$ cat config.mk
export PLATFORM = sky130hd
export DESIGN_NAME = dvp_sync_gen
export DESIGN_NICKNAME = d
export VERILOG_FILES = /design/src/rtl/dvp_timing_pkg.sv /design/src/rtl/dvp_edge_det.sv /design/src/rtl/dvp_sync_gen.sv
export SDC_FILE = /design/constraint.sdc
export NUM_CORES = 1
export LEC_CHECK = 0
export ABC_AREA = 1
export BUFFER_PORTS_ARGS = -buffer_cell sky130_fd_sc_hd__buf_2
export CORE_MARGIN = 3
export CORE_UTILIZATION = 60
export CTS_CLUSTER_SIZE = 25
export DETAILED_ROUTE_END_ITERATION = 8
export PLACE_DENSITY_LB_ADDON = 0.12
export SYNTH_ARGS = -nofsm -noshare
export SYNTH_HDL_FRONTEND = slang
export SYNTH_HIERARCHICAL = 1
export SYNTH_SLANG_ARGS = --single-unit
$ cat constraint.sdc
create_clock -name pixclk -period 5.47 [get_ports pixclk]
set_clock_uncertainty 0.2 [all_clocks]
set_input_delay 1.3675 -clock pixclk [delete_from_list [all_inputs] [get_ports pixclk]]
set_output_delay 1.3675 -clock pixclk [all_outputs]
set_load 0.005 [all_outputs]
$ cat src/rtl/dvp_timing_pkg.sv
// dvp_timing_pkg: shared state encoding and parameter defaults for the DVP sync regenerator
package dvp_timing_pkg;
  typedef enum logic [1:0] {SEARCH, MEASURE, RUN} state_t;
  localparam int DEF_HCOUNT_BITS = 12;
  localparam int DEF_VCOUNT_BITS = 11;
  localparam int DEF_HS_FRONT    = 110;
  localparam int DEF_HS_WIDTH    = 40;
  localparam int DEF_LOCK_LINES  = 4;
  localparam int DEF_HS_POL      = 1;
  localparam int MATCH_BITS      = 4;
endpackage

$ cat src/rtl/dvp_edge_det.sv
// dvp_edge_det: registers href/vsync on the falling pixclk edge and flags their transitions
// Ports: pixclk, reset_n (async, active-low); href, vsync inputs;
//        href_d1 = href delayed one cycle; href_rise/href_fall/vsync_rise = transition flags
module dvp_edge_det (
  input  logic pixclk,
  input  logic reset_n,
  input  logic href,
  input  logic vsync,
  output logic href_d1,
  output logic href_rise,
  output logic href_fall,
  output logic vsync_rise
);
  logic vsync_d1;
  always_ff @(negedge pixclk or negedge reset_n) begin
    if (!reset_n) begin
      href_d1  <= 1'b0;
      vsync_d1 <= 1'b0;
    end else begin
      href_d1  <= href;
      vsync_d1 <= vsync;
    end
  end
  assign href_rise  = href & ~href_d1;
  assign href_fall  = ~href & href_d1;
  assign vsync_rise = vsync & ~vsync_d1;
endmodule

$ cat src/rtl/dvp_sync_gen.sv
// dvp_sync_gen: measures DVP line/frame timing and regenerates a horizontal sync pulse
// Ports: pixclk (state on falling edge), reset_n (async, active-low), vsync, href inputs;
//        o_hsync regenerated sync, o_de = href delayed, o_h_total line period-1 (all-ones = unknown),
//        o_h_active / o_v_active measured active sizes, o_locked stable-period flag, o_mismatch pulse
module dvp_sync_gen
  import dvp_timing_pkg::*;
#(
  parameter int HCOUNT_BITS = DEF_HCOUNT_BITS,
  parameter int VCOUNT_BITS = DEF_VCOUNT_BITS,
  parameter int HS_FRONT    = DEF_HS_FRONT,
  parameter int HS_WIDTH    = DEF_HS_WIDTH,
  parameter int LOCK_LINES  = DEF_LOCK_LINES,
  parameter int HS_POL      = DEF_HS_POL
) (
  input  logic                   pixclk,
  input  logic                   reset_n,
  input  logic                   vsync,
  input  logic                   href,
  output logic                   o_hsync,
  output logic                   o_de,
  output logic [HCOUNT_BITS-1:0] o_h_total,
  output logic [HCOUNT_BITS-1:0] o_h_active,
  output logic [VCOUNT_BITS-1:0] o_v_active,
  output logic                   o_locked,
  output logic                   o_mismatch
);
  localparam logic [HCOUNT_BITS-1:0] H_ONES = '1;
  localparam logic [HCOUNT_BITS-1:0] H_ONE  = 1;
  localparam logic [HCOUNT_BITS-1:0] FRONT  = HCOUNT_BITS'(HS_FRONT);
  localparam logic [HCOUNT_BITS-1:0] WIDTH  = HCOUNT_BITS'(HS_WIDTH);
  localparam logic [VCOUNT_BITS-1:0] V_ONES = '1;
  localparam logic [VCOUNT_BITS-1:0] V_ONE  = 1;
  localparam logic [MATCH_BITS-1:0]  M_ONES = '1;
  localparam logic [MATCH_BITS-1:0]  M_ONE  = 1;
  localparam logic [MATCH_BITS-1:0]  LOCK_N = MATCH_BITS'(LOCK_LINES);
  state_t state, state_n;
  logic [HCOUNT_BITS-1:0] hs_cnt, hs_cnt_n, h_total_n, h_active_n, meas, set_pt, clr_pt;
  logic [VCOUNT_BITS-1:0] v_cnt, v_cnt_n, v_active_n;
  logic [MATCH_BITS-1:0]  match_cnt, match_cnt_n;
  logic wrapped, wrapped_n, locked_n, mismatch_n, hs_on, hs_on_n, h_act_valid, h_act_valid_n;
  logic href_d1, href_rise, href_fall, vsync_rise, total_valid, at_total;
  dvp_edge_det u_edge (
    .pixclk    (pixclk),
    .reset_n   (reset_n),
    .href      (href),
    .vsync     (vsync),
    .href_d1   (href_d1),
    .href_rise (href_rise),
    .href_fall (href_fall),
    .vsync_rise(vsync_rise)
  );
  assign o_de        = href_d1;
  assign o_hsync     = (HS_POL != 0) ? hs_on : ~hs_on;
  assign total_valid = o_h_total != H_ONES;
  assign at_total    = total_valid && (hs_cnt == o_h_total);
  assign set_pt      = o_h_active + FRONT;
  assign clr_pt      = set_pt + WIDTH;
  // hs_cnt free-runs modulo the known period, so a line longer than o_h_total has
  // wrapped once before its href rise; the true period-1 is then total+1+hs_cnt.
  assign meas        = wrapped ? o_h_total + hs_cnt + H_ONE : hs_cnt;
  always_comb begin
    state_n       = state;
    hs_cnt_n      = at_total ? '0 : (hs_cnt == H_ONES) ? hs_cnt : hs_cnt + H_ONE;
    wrapped_n     = wrapped | at_total;
    h_total_n     = o_h_total;
    h_active_n    = href_fall ? hs_cnt + H_ONE : o_h_active;
    h_act_valid_n = h_act_valid | href_fall;
    v_cnt_n       = v_cnt;
    v_active_n    = o_v_active;
    match_cnt_n   = match_cnt;
    locked_n      = o_locked;
    mismatch_n    = 1'b0;
    if (vsync) begin
      // frame sync overrides any coincident href rise; period and lock survive
      state_n    = SEARCH;
      v_cnt_n    = '0;
      v_active_n = vsync_rise ? v_cnt : o_v_active;
      if (href_rise) begin
        hs_cnt_n  = '0;
        wrapped_n = 1'b0;
      end
    end else if (href_rise) begin
      hs_cnt_n  = '0;
      wrapped_n = 1'b0;
      v_cnt_n   = (v_cnt == V_ONES) ? v_cnt : v_cnt + V_ONE;
      if (state == SEARCH) begin
        state_n = MEASURE;
      end else if (state == MEASURE) begin
        state_n     = RUN;
        h_total_n   = meas;
        match_cnt_n = '0;
      end else if (meas == o_h_total) begin
        match_cnt_n = (match_cnt == M_ONES) ? match_cnt : match_cnt + M_ONE;
        locked_n    = o_locked | (match_cnt_n == LOCK_N);
      end else begin
        mismatch_n  = 1'b1;
        h_total_n   = meas;
        match_cnt_n = '0;
        locked_n    = 1'b0;
      end
    end
    // looks at the next counter value so the registered pulse lines up with hs_cnt
    hs_on_n = (href || !h_act_valid) ? 1'b0 :
              (hs_cnt_n == set_pt)   ? 1'b1 :
              (hs_cnt_n == clr_pt)   ? 1'b0 : hs_on;
  end
  always_ff @(negedge pixclk or negedge reset_n) begin
    if (!reset_n) begin
      state       <= SEARCH;
      hs_cnt      <= '0;
      wrapped     <= 1'b0;
      o_h_total   <= '1;
      o_h_active  <= '0;
      h_act_valid <= 1'b0;
      v_cnt       <= '0;
      o_v_active  <= '0;
      match_cnt   <= '0;
      o_locked    <= 1'b0;
      o_mismatch  <= 1'b0;
      hs_on       <= 1'b0;
    end else begin
      state       <= state_n;
      hs_cnt      <= hs_cnt_n;
      wrapped     <= wrapped_n;
      o_h_total   <= h_total_n;
      o_h_active  <= h_active_n;
      h_act_valid <= h_act_valid_n;
      v_cnt       <= v_cnt_n;
      o_v_active  <= v_active_n;
      match_cnt   <= match_cnt_n;
      o_locked    <= locked_n;
      o_mismatch  <= mismatch_n;
      hs_on       <= hs_on_n;
    end
  end
endmodule

==> reports/results.txt <==
ANT cells - 0
Placer congestion estimate - 1.01
Via count - 5479
Rel. slew slack - 0.500
PwrDens - 342 nW/um2
Crit-path most repeated cell - nand2_1
Placed inst area - 5810 um2
Worst Slack Setup Final - 0.0566 ns
Final core occ - 0.727
Core ar. - 8380 um2
Commonest cells after routing, fill and taps aside - nand2_1, inv_1, nand3_1
CP max stage cell - nor2_4
Status - finished clean
Fill count - 704
Most common cell after layout, fill and taps aside - nand2_1
DRT Pass-1 Iters - 5
DR vias/cell - 5.42
Gr usage total - 0.284
Chip width - 99.8 um
Syn Nets - 839
Root buf cell - clkbuf_8
First-iteration detailed-routing DRC count - 387
Fin area - 6090 um2
RSZ-0062 raised after global routing - yes
Worst Path Max Fanout - 7
Worst VDD drop - 236 uV
Global-route wire length before repair - 23100 um
Die Area - 9960 um2
# setup viols final - 0
Hold_buf cts - 0
Dpl ws - -0.346 ns
Setup TNS - 0 ns
Final hold slack - 0.197 ns
Share of post-route cells with drive strength above 1 - 0.175
Clock share of power - 0.201
Register area - 1790 um2
DRC violations left - 0
Reg power frac - 0.333
Yosys warns - 6
Combinational Power Share - 0.465
Crit. End Element - register
Number of global-route vias before repair - 5232
Switch share - 0.464
Die Ht - 99.8 um
Routed WL - 13700 um
H-Tree Depth - 3
Largest net degree at the start of global routing - 72
Worst hold path class - register to register
Port Buf Inserts - 42
Max Cap Violations - 0
Register clock-pin slew on the reported worst setup and hold paths - 0.05 ns
WP data required - 2.72 ns
Synth cell types - 39
Worst-Skew Late Latency - 0.40 ns
Max-slew violations - 0
Sequential fraction of the synthesis area - 0.339
LEAKAGE - 3.42 nW
Critical path class - input port to register
Least-Margin Pin Slew - 0.748 ns
Post-Syn Area - 5280 um2
Routed wire per std cell - 13.5 um
Worst Path Arrival - 2.66 ns
Final HPWL from detailed placement - 10500 um
CTS tree - done
Nets - 922
Largest stage delay on the critical path - 0.15 ns
Crit start category - input port
Max Root-Sink Buffers - 2
Ys async rst share - 1.00
Initial antenna violation count - 0
Starting Density - 0.630
Main flop type after synthesis - dfrtn_1
Routed Antenna Nets - 0
Multi-input logic area - 2940 um2
Clk sinks - 71
Total gr overflow - 0
Internal power - 0.00112 W
Mapped Avg Cell Area - 6.45 um2
I/O Pins - 43
Cell Chain, Critical Path - buf_4, inv_8, nor2_4, clkinv_4, nand2_4, inv_4, nand2_1, nand2_2, nand2_2, nand2_1, nor2_2, nand3_1, nand2_1, inv_1, nand3_1, nand2_1
Switching power - 0.000967 W
Mapped Cells - 818
Std cell rows - 33
Number of synthesized flops with an enable pin - 0
Final hold vios - 0
#FFs+latches synth - 71
CTS buffer count - 9
Layout overhead on the synthesized area - 15.4%
## cells in the mapped netlist, types with 2 or more instances
library cell    n  area (um2)
clkbuf_1        8        30.0
nor2_1         67         251
mux2_2          2        22.5
a21oi_1         8        40.0
buf_2           2        10.0
dfrtn_1        59        1480
inv_2           8        30.0
nor3_2          2        20.0
xor2_1          9        78.8
o21ai_0        27         135
o21ai_1         3        15.0
clkinv_1        2        7.51
nand3b_1        5        37.5
a31oi_1         8        50.1
nor2_2          4        25.0
inv_1         124         465
buf_4           2        15.0
nand3_2         7        70.1
o31ai_1         5        37.5
nand4_1        15        93.8
nand2_1       293        1100
ha_1           16         200
nand2_2         6        37.5
buf_6           3        33.8
dfstp_2        12         315
nand3_1        98         490
or2_2           3        18.8
o211ai_1        2        15.0
o22ai_1         3        18.8
nor3_1          6        30.0
## stage by stage
stage                     std cells  power [W]
after floorplan                 818    0.00136
after global placement          980    0.00159
after detailed placement        980    0.00163
after CTS                      1007    0.00204
after global routing           1011    0.00226
final                          1011    0.00209
## power groups by stage
stage          Combinational (W)  Sequential [W]  Clock (W)
2_1_floorplan           0.000679        0.000665  0.0000146
3_3_place_gp            0.000875        0.000703  0.0000146
3_5_place_dp            0.000907        0.000707  0.0000146
4_1_cts                 0.000914        0.000699   0.000426
5_1_grt                  0.00109        0.000706   0.000458
6_report                0.000971        0.000695   0.000420
## flip-flops by register name (all words and copies together) (netlist names)
register	flops
h_act_valid	1
hs_cnt	12
match_cnt	4
o_h_active	12
o_h_total	12
o_hsync	1
o_locked	1
o_mismatch	1
o_v_active	11
state	2
u_edge/href_d1	1
u_edge/vsync_d1	1
v_cnt	11
wrapped	1
## cell families (layout without fill, tap and decap cells)
kind of cell	after synthesis	after routing	synth area share
DFF	71	71	0.339
adders and majority gates	17	17	0.0417
buffers and inverters	149	237	0.112
xor gates and xnor gates	10	10	0.0166
and+or+nand+nor	510	510	0.421
muxes	3	3	0.00616
AOI/OAI and AO/OA	58	58	0.0635
## critical path: cells and delay by family
family        cells  cell delay [ns]
simple gates     11             0.91
buf+inv           5             0.37
## final timing paths
check	startpoint	endpoint	slack, ns	cells past startpoint
min in group asynchronous	reset_n	o_v_active[4]	3.46	2
worst min register to register	h_act_valid	h_act_valid	0.20	2
worst max-delay path	href	o_hsync	0.06	16
worst max register to register	o_h_total[9]	o_hsync	2.07	16
max in group asynchronous	reset_n	o_h_total[11]	1.19	2
worst min-delay path	h_act_valid	h_act_valid	0.20	2
## cell type report
class,count,area share
sequential,71,0.294
inverter,133,0.0844
timing repair inverter,1,0.00103
clock buffer,9,0.0203
multi-input combinational,598,0.483
clock inverter,19,0.0160
tap,105,0.0216
timing repair buffer,75,0.0797
## what timing repair did
item,4_1_cts,5_1_grt
gates resized for setup,0,18
setup buffers,0,3
endpoints found under the setup margin,0,2
## routing by layer
metal	part of all wire	track usage
met1	0.44	0.367
met4	0.028	0.124
met5	0	0
met3	0.061	0.0521
met2	0.47	0.468
Power figures use the tool's default switching activity.
